===== config.mk =====
export PLATFORM = sky130hd
export DESIGN_NAME = mmio_timer_flat
export DESIGN_NICKNAME = d
export VERILOG_FILES = /design/src/rtl/mmio_pkg.sv /design/src/rtl/mmio_timer_if.sv /design/src/rtl/timer_prescaler.sv /design/src/rtl/mmio_timer.sv /design/src/flat_wrapper.sv
export SDC_FILE = /design/constraint.sdc
export NUM_CORES = 1
export LEC_CHECK = 0
export CAP_MARGIN = 20
export CORE_ASPECT_RATIO = 0.8
export CORE_MARGIN = 2
export CORE_UTILIZATION = 54
export CTS_CLUSTER_DIAMETER = 40
export CTS_CLUSTER_SIZE = 40
export DETAILED_ROUTE_END_ITERATION = 8
export GPL_TIMING_DRIVEN = 0
export HOLD_SLACK_MARGIN = 0.15
export PLACE_DENSITY = 0.84
export SETUP_SLACK_MARGIN = 0.2
export SLEW_MARGIN = 10
export SYNTH_ARGS = -nofsm -noshare
export SYNTH_HDL_FRONTEND = slang
export SYNTH_HIERARCHICAL = 1
export SYNTH_SLANG_ARGS = --single-unit

===== constraint.sdc =====
create_clock -name clk -period 3.6 [get_ports clk]
set_input_delay 0.72 -clock clk [delete_from_list [all_inputs] [get_ports clk]]
set_output_delay 0.72 -clock clk [all_outputs]
set_load 0.005 [all_outputs]

===== src/rtl/mmio_pkg.sv =====
// rtl/mmio_pkg.sv - shared bus encodings, I/O map and timer register layout
// Purpose: constants shared by the CPU-side I/O responders.
// Ports: none (package).
package mmio_pkg;

  typedef enum logic [1:0] {
    CMD_NONE   = 2'b00,
    CMD_MWRITE = 2'b01,
    CMD_MREAD  = 2'b10
  } mem_cmd_e;

  // I/O half of the address space (mem_addr[8] = 1)
  localparam logic [8:0] LED_ADDR   = 9'h100;
  localparam logic [8:0] SW_ADDR    = 9'h140;
  localparam logic [8:0] TIMER_ADDR = 9'h180;

  // Timer register indices (mem_addr[2:0])
  localparam logic [2:0] REG_CTRL     = 3'd0;
  localparam logic [2:0] REG_COUNT    = 3'd1;
  localparam logic [2:0] REG_COMPARE  = 3'd2;
  localparam logic [2:0] REG_STATUS   = 3'd3;
  localparam logic [2:0] REG_PRESCALE = 3'd4;

  // CTRL bit positions
  localparam int CTRL_EN      = 0;
  localparam int CTRL_AUTO    = 1;
  localparam int CTRL_ONESHOT = 2;

  // STATUS bit positions
  localparam int STAT_MATCH = 0;
  localparam int STAT_OVF   = 1;

endpackage


===== src/rtl/mmio_timer_if.sv =====
// rtl/mmio_timer_if.sv - CPU memory bus as seen by an I/O responder
// Purpose: bundles the CPU bus signals for one responder.
// Ports (modport slave): in mem_cmd[1:0], mem_addr[8:0], write_data[15:0];
//                        out read_data[15:0], rd_sel.
interface mmio_timer_if;
  logic [1:0]  mem_cmd;
  logic [8:0]  mem_addr;
  logic [15:0] write_data;
  logic [15:0] read_data;
  logic        rd_sel;

  modport master (
    output mem_cmd, mem_addr, write_data,
    input  read_data, rd_sel
  );

  modport slave (
    input  mem_cmd, mem_addr, write_data,
    output read_data, rd_sel
  );
endinterface


===== src/rtl/timer_prescaler.sv =====
// rtl/timer_prescaler.sv - programmable tick divider for the timer
// Purpose: emits one tick every prescale+1 enabled cycles.
// Ports: clk, reset_n (async, active-low), en, clr, prescale[15:0] -> tick.
module timer_prescaler (
  input  logic        clk,
  input  logic        reset_n,
  input  logic        en,
  input  logic        clr,
  input  logic [15:0] prescale,
  output logic        tick
);

  logic [15:0] pcnt;

  // Tick is decoded from the registered count so the counter update lands
  // on the edge that ends the tick cycle.
  assign tick = en && (pcnt == prescale);

  always_ff @(posedge clk or negedge reset_n) begin
    if (!reset_n) begin
      pcnt <= 16'h0000;
    end else if (!en || clr || tick) begin
      pcnt <= 16'h0000;
    end else begin
      pcnt <= pcnt + 16'd1;
    end
  end

endmodule


===== src/rtl/mmio_timer.sv =====
// rtl/mmio_timer.sv - memory-mapped 16-bit timer/compare peripheral
// Purpose: prescaled up-counter with compare match, auto-reload, one-shot,
//          W1C status flags and a level interrupt.
// Ports: clk, reset_n (async, active-low), bus (mmio_timer_if.slave),
//        irq (= STATUS.MATCH).
module mmio_timer
  import mmio_pkg::*;
#(
  parameter logic [8:0] BASE_ADDR = TIMER_ADDR
) (
  input  logic         clk,
  input  logic         reset_n,
  mmio_timer_if.slave  bus,
  output logic         irq
);

  logic        hit;
  logic [2:0]  idx;
  logic        wr_en;
  logic        wr_ctrl, wr_count, wr_compare, wr_status, wr_prescale;

  logic        en_q, auto_q, oneshot_q;
  logic [15:0] count_q, compare_q, prescale_q;
  logic        match_q, ovf_q;

  logic        tick;
  logic [15:0] count_nxt;
  logic        match_set, ovf_set, oneshot_stop;
  logic [15:0] tmr_rdata;

  // ---------------------------------------------------------------- decode
  assign hit         = (bus.mem_addr[8:3] == BASE_ADDR[8:3]);
  assign idx         = bus.mem_addr[2:0];
  assign wr_en       = hit && (bus.mem_cmd == CMD_MWRITE);
  assign wr_ctrl     = wr_en && (idx == REG_CTRL);
  assign wr_count    = wr_en && (idx == REG_COUNT);
  assign wr_compare  = wr_en && (idx == REG_COMPARE);
  assign wr_status   = wr_en && (idx == REG_STATUS);
  assign wr_prescale = wr_en && (idx == REG_PRESCALE);

  // ------------------------------------------------------------- prescaler
  timer_prescaler u_prescaler (
    .clk      (clk),
    .reset_n  (reset_n),
    .en       (en_q),
    .clr      (wr_ctrl || wr_prescale),
    .prescale (prescale_q),
    .tick     (tick)
  );

  // --------------------------------------------------------- counter logic
  // A CPU write to COUNT overrides the tick update and suppresses any flag
  // the tick would otherwise have raised.
  always_comb begin
    count_nxt    = count_q;
    match_set    = 1'b0;
    ovf_set      = 1'b0;
    oneshot_stop = 1'b0;
    if (wr_count) begin
      count_nxt = bus.write_data;
    end else if (tick) begin
      if (count_q == compare_q) begin
        match_set    = 1'b1;
        count_nxt    = auto_q ? 16'h0000 : count_q + 16'd1;
        oneshot_stop = oneshot_q;
      end else if (count_q == 16'hFFFF) begin
        count_nxt = 16'h0000;
        ovf_set   = 1'b1;
      end else begin
        count_nxt = count_q + 16'd1;
      end
    end
  end

  // ------------------------------------------------------------- registers
  always_ff @(posedge clk or negedge reset_n) begin
    if (!reset_n) begin
      en_q       <= 1'b0;
      auto_q     <= 1'b0;
      oneshot_q  <= 1'b0;
      count_q    <= 16'h0000;
      compare_q  <= 16'h0000;
      prescale_q <= 16'h0000;
      match_q    <= 1'b0;
      ovf_q      <= 1'b0;
    end else begin
      // CPU write to CTRL wins over the one-shot self-disable.
      if (wr_ctrl) begin
        en_q      <= bus.write_data[CTRL_EN];
        auto_q    <= bus.write_data[CTRL_AUTO];
        oneshot_q <= bus.write_data[CTRL_ONESHOT];
      end else if (oneshot_stop) begin
        en_q <= 1'b0;
      end

      count_q <= count_nxt;

      if (wr_compare) begin
        compare_q <= bus.write_data;
      end
      if (wr_prescale) begin
        prescale_q <= bus.write_data;
      end

      // Hardware set beats a same-cycle W1C.
      match_q <= match_set || (match_q && !(wr_status && bus.write_data[STAT_MATCH]));
      ovf_q   <= ovf_set   || (ovf_q   && !(wr_status && bus.write_data[STAT_OVF]));
    end
  end

  // ----------------------------------------------------------- read path
  always_comb begin
    tmr_rdata = 16'h0000;
    case (idx)
      REG_CTRL:     tmr_rdata = {13'h0000, oneshot_q, auto_q, en_q};
      REG_COUNT:    tmr_rdata = count_q;
      REG_COMPARE:  tmr_rdata = compare_q;
      REG_STATUS:   tmr_rdata = {14'h0000, ovf_q, match_q};
      REG_PRESCALE: tmr_rdata = prescale_q;
      default:      tmr_rdata = 16'h0000;
    endcase
  end

  assign bus.rd_sel    = hit && (bus.mem_cmd == CMD_MREAD);
  assign bus.read_data = bus.rd_sel ? tmr_rdata : 16'h0000;
  assign irq           = match_q;

endmodule


===== src/flat_wrapper.sv =====
// flat-port wrapper written by rule: the top's interface ports become plain ports
module mmio_timer_flat import mmio_pkg::*;
#(
  parameter logic [8:0] BASE_ADDR = TIMER_ADDR
)
  (clk, reset_n, irq, bus_mem_cmd, bus_mem_addr, bus_write_data, bus_read_data, bus_rd_sel);
  mmio_timer_if bus_i ();
  input  logic clk;
  input  logic reset_n;
  output logic irq;
  input wire logic [$bits(bus_i.mem_cmd)-1:0] bus_mem_cmd;
  input wire logic [$bits(bus_i.mem_addr)-1:0] bus_mem_addr;
  input wire logic [$bits(bus_i.write_data)-1:0] bus_write_data;
  output wire logic [$bits(bus_i.read_data)-1:0] bus_read_data;
  output wire logic [$bits(bus_i.rd_sel)-1:0] bus_rd_sel;
  assign bus_i.mem_cmd = bus_mem_cmd;
  assign bus_i.mem_addr = bus_mem_addr;
  assign bus_i.write_data = bus_write_data;
  assign bus_read_data = bus_i.read_data;
  assign bus_rd_sel = bus_i.rd_sel;
  mmio_timer #(.BASE_ADDR(BASE_ADDR)) u_core (.clk(clk), .reset_n(reset_n), .bus(bus_i), .irq(irq));
endmodule

### Yosys cells after proc, flatten, opt, wreduce, memory -nomap -nowiden

Index checks and enable logic that the tools add are counted.

| storage, ports and cells | value |
|---|---|
| input bits | 29 |
| bits in registers | 69 |
| output and inout port bits | 18 |

| operators by class | value |
|---|---|
| multiplexer cells | 20 |
| $add $sub $neg | 2 |
| reductions and logical operators | 23 |
| equality and inequality tests | 10 |

Operators with widths:

| kind | number |
|---|---|
| two-way mux 16 bit | 7 |
| case mux 16 bit (5 select lines) | 1 |
| adder 16 x 1 -> 16 bit (second input constant) | 2 |
| equality test 16 bit | 2 |
| equality test 16 bit (second input constant) | 1 |
| logical AND 1 bit | 12 |
| two-way mux 1 bit | 12 |
| equality test 3 x 2 -> 1 bit (second input constant) | 2 |
| equality test 6 bit (second input constant) | 1 |
| logical OR 1 bit | 5 |
| nonzero test 2 bit | 2 |
| equality test 3 x 1 -> 1 bit (second input constant) | 1 |
| equality test 3 bit (second input constant) | 1 |
| logical NOT 1 bit | 3 |
| logical NOT 3 bit | 1 |
| equality test 2 x 1 -> 1 bit (second input constant) | 1 |
| equality test 2 bit (second input constant) | 1 |

### Depth between registers and ports, before layout

| logic depth | value |
|---|---|
| word-level depth | 7 |
| mapped depth | 9 |
| mapped depth without buffers | 9 |

### Hierarchy

Netlist, hierarchy kept.

By module, submodules not included:

| module | cells an instance | instances | sequential area each (um^2) | area each (um^2) |
|---|---|---|---|---|
| mmio_timer | 335 | 1 | 1326.3 | 3220.6 |
| timer_prescaler | 99 | 1 | 400.4 | 940.9 |

### Worst setup path after synthesis

No wires, ideal clock.

| timing | value |
|---|---|
| path kind | input -> output |
| from | input bus_mem_addr[4] |
| to | output bus_read_data[10] |
| path buffers | 1 |
| setup slack | 0.669 ns |
| stages on the path | 6 |
| data required time | 2.880 ns |
| arrival time | 2.211 ns |
| path through | nor4_1 -> nand3_1 -> nor3b_1 -> nand2_1 -> clkbuf_1 -> nor2_1 |

| between the ends | value |
|---|---|
| cells in the longest elaborated chain, start to end | 3 |

Ends and longest elaborated chain:

| element | line | source |
|---|---|---|
| from (decl) | flat_wrapper.sv:12 | `input wire logic [$bits(bus_i.mem_addr)-1:0] bus_mem_addr;` |
| equality test 6 bit | mmio_timer.sv:32 | `assign hit = (bus.mem_addr[8:3] == BASE_ADDR[8:3]);` |
| logical AND 1 bit | mmio_timer.sv:124 | `assign bus.rd_sel = hit && (bus.mem_cmd == CMD_MREAD);` |
| via bus_rd_sel | flat_wrapper.sv:15 | `output wire logic [$bits(bus_i.rd_sel)-1:0] bus_rd_sel;` |
| two-way mux 16 bit | mmio_timer.sv:125 | `assign bus.read_data = bus.rd_sel ? tmr_rdata : 16'h0000;` |
| to (decl) | flat_wrapper.sv:14 | `output wire logic [$bits(bus_i.read_data)-1:0] bus_read_data;` |

The timed path passes the listed nets, and every way through them passes these cells.

### Worst setup path in the final report

| timing | value |
|---|---|
| from | input bus_mem_addr[2] |
| to | output bus_read_data[8] |

| between the ends | value |
|---|---|
| cells in the longest elaborated chain, start to end | 3 |
| elaborated cells on any way between the ends | 7 |

Ends and longest elaborated chain:

| element | line | source |
|---|---|---|
| equality test 3 bit (tied with other cells) | mmio_timer.sv:114 | `case (idx)` |
| case mux 16 bit (5 select lines) * | mmio_timer.sv:114 |  |
| two-way mux 16 bit * | mmio_timer.sv:125 |  |

Mark *: on every way between the ends. The rest lies on a longest branch, timed or not.

==> results by group <==
Yosys
  • Synth Net Count: 465
  • EDFF count, synth: 0
  • Main synth FF type: dfrtp_1
  • Yosys reg bits: 69
  • Synth Instances: between 400 and 500
  • Synth Area per Inst: 9.59 µm²
  • Asr flop ratio synth: 100%
  • Count of different cell masters after synthesis: 51
  • Synthesized area: roughly 4200 µm²
  • Yosys warns: 6
  • Sequential share of the synthesized area: roughly two fifths

Route
  • WL/cell: between 20 and 25 µm
  • Vias: roughly 3,800
  • DRT antenna net count: 0
  • Drt total wl: about 12 mm
  • Drt first-iter violations: 379
  • Via-to-Cell Ratio: 6.26
  • Drt drc: 0
  • First-pass DRT Iterations: 5

Global routing
  • Pin count of the biggest net entering global routing: 38
  • Wire length of the first global-routing pass: approximately 19 mm
  • Total Routing Usage GR: 30.1%
  • Number of global-route vias before repair: 3,806
  • Initial antenna violation count: 0
  • Grt ovf: 0

Layout
  • Fin util: 69.5%
  • Fin area: 5160 µm²
  • Sequential Area: roughly 1700 µm²
  • Final net count: 533
  • Layout fillers: 564
  • Share of cells above drive strength 1: approximately 20%
  • Non-filler cells, final: 612
  • Multi-input gate area: between 2000 and 2500 µm²
  • Most frequent cells in the layout: dfrtp_1, nor2_1, mux2_2, xnor2_1, clkdlybuf4s50_1
  • N_diodes: 0
  • Most common cell after layout, fill and taps aside: dfrtp_1
  • Area growth syn-to-layout: 24.0%

Floorplan
  • FP Rows: 28
  • DIE WIDTH: 102 µm
  • IO Pins: 47
  • Total core area: 7430 µm²
  • Die height: 82.5 µm
  • Die Area: 8430 µm²
  • Initial Util: about 56%

Placed design
  • Inst Count DP: 585
  • DP Area: 4760 µm²
  • HPWL after DPL: between 8 and 9 mm
  • Port Buffers: 45
  • GP Congestion: 0.983

Setup path
  • Critical Path RT: 2880 ps
  • CP Class: input pin to output pin
  • Worst Setup Start Kind: input pin
  • Crit. End Element: output pin
  • CP max FO: 10
  • Critical Path AT: 2690 ps

CTS
  • Hold buffer count at cts: 0
  • Worst skew pair latency: 350 ps
  • Max clock buf depth: 2
  • H-tree depth: 3
  • Clock slew at reported path FFs: 70 ps
  • TritonCTS buffer count: 9
  • Sink Count: 69
  • Root Buffer: clkbuf_8
  • CTS tree: done

STA
  • RSZ-0062 raised after global routing: yes
  • Top achievable clock speed: 0.293 GHz
  • Actual slew at the worst max-slew pin: about 820 ps
  • Worst hold margin: 304 ps
  • Setup-failing EPs final: 0
  • Max_slew headroom: 45.1%
  • Tmin final: around 3400 ps
  • Setup TNS: 0 ps
  • Pins over their slew limit: 0
  • Clock Skew: 10.6 ps
  • Final Hold Fails: 0
  • Fin crit share: between 90 and 100%

Power and ir drop
  • Leakage: about 2.4 nW
  • Pwr dens: 305 nW/µm²
  • VDD IR max: around 190 µV

Status
  • Status: finished clean

Hold path
  • HP Class: input pin to asynchronous set/reset pin

Run
  • Max cap viols: 0
[critical path, stage by stage]
cell,delay (ps)
clkdlybuf4s50_1,450
buf_6,160
nor2_1,140
and2_2,230
clkbuf_4,240
a21oi_1,110
nor2_1,120
clkdlybuf4s50_1,510
[sequential cells by signal, summed over array words and instances (netlist names)]
| register | cells |
|---|---|
| u_core/ovf_q | 1 |
| u_core/irq | 1 |
| u_core/count_q | 16 |
| u_core/en_q | 1 |
| u_core/compare_q | 16 |
| u_core/prescale_q | 16 |
| u_core/u_prescaler/pcnt | 16 |
| u_core/oneshot_q | 1 |
| u_core/auto_q | 1 |
[worst paths after layout]
| check | from | to | slack (ps) | depth (start not counted) |
|---|---|---|---|---|
| max in group asynchronous | reset_n | u_core/count_q[4] | 2730 | 2 |
| max | bus_mem_addr[2] | bus_read_data[8] | 190 | 8 |
| min in group clk | u_core/ovf_q | u_core/ovf_q | 520 | 2 |
| min reg2reg | u_core/ovf_q | u_core/ovf_q | 520 | 2 |
| min | reset_n | u_core/u_prescaler/pcnt[8] | 300 | 1 |
| max reg2reg | u_core/u_prescaler/pcnt[8] | u_core/count_q[2] | 340 | 8 |
[power breakdown]
group | internal [mW] | switching (mW) | leakage [nW] | total [mW]
registers | 0.796 | 0.0314 | 0.914 | 0.828
clock network | 0.245 | 0.292 | 0.0829 | 0.538
logic | 0.0900 | 0.118 | 1.36 | 0.208
total | 1.13 | 0.442 | 2.36 | 1.57
[cells in the mapped netlist (2+ instances only)]
| master | instances | area [µm²] |
|---|---|---|
| a32oi_1 | 2 | 17.5 |
| nor3_1 | 4 | 20.0 |
| nand3b_1 | 2 | 15.0 |
| inv_1 | 11 | 41.3 |
| a22oi_1 | 21 | 158 |
| clkbuf_1 | 15 | 56.3 |
| nor2b_1 | 7 | 43.8 |
| a31oi_1 | 4 | 25.0 |
| nand4b_1 | 3 | 26.3 |
| nor2_1 | 58 | 218 |
| mux2_2 | 37 | 417 |
| or2_2 | 2 | 12.5 |
| nand2_1 | 18 | 67.6 |
| ha_1 | 2 | 25.0 |
| buf_1 | 2 | 7.51 |
| and3_1 | 4 | 25.0 |
| nand4_1 | 20 | 125 |
| dfrtp_1 | 69 | 1730 |
| buf_2 | 6 | 30.0 |
| a22o_1 | 2 | 17.5 |
| mux2i_1 | 2 | 20.0 |
| nor3b_1 | 6 | 45.0 |
| xor2_1 | 12 | 105 |
| nor4_1 | 8 | 50.1 |
| a21oi_1 | 22 | 110 |
| o21ai_0 | 7 | 35.0 |
| or3b_1 | 2 | 17.5 |
| o31ai_1 | 3 | 22.5 |
| o22a_1 | 2 | 17.5 |
| nand3_1 | 22 | 110 |
| or3_1 | 5 | 31.3 |
| xnor2_1 | 35 | 307 |
[through the flow]
stage	power (mW)	setup slack, ps
floorplan	0.928	669
global placement	1.01	-618
detailed placement	1.02	-694
CTS	1.57	204
global route	1.64	132
finish	1.57	193
[metal layers]
metal,vias to the layer above,track usage [%],part of all wire [%],wire length [µm]
met1,1862,39.4,40,4970
met2,233,49.9,48,5840
met5,-,0,0,0
met4,0,11.9,3.0,374
met3,37,5.81,9.0,1100
li1,1701,-,-,-
[timing repair]
item	4_1_cts	5_1_grt
pin swaps	4	4
resized for setup	35	25
setup buffers	10	1
setup endpoints to repair	20	16
[area by class of cell]
cell class,instances,area share [%]
multi-input combinational,329,45.5
inverter,11,0.800
buffer,25,3.40
sequential,69,33.5
clock inverter,5,0.534
timing repair buffer,57,11.2
tap,105,2.55
clock buffer,11,2.55
[kinds of logic after synthesis]
family | share of synthesized area (%)
simple gates | 21.6
compound gates | 11.9
flops | 41.5
xor+xnor | 9.89
mux | 10.8
buf+inv | 3.64
fa+ha+maj | 0.601
Note: power is estimated with default switching activity, not from simulation.
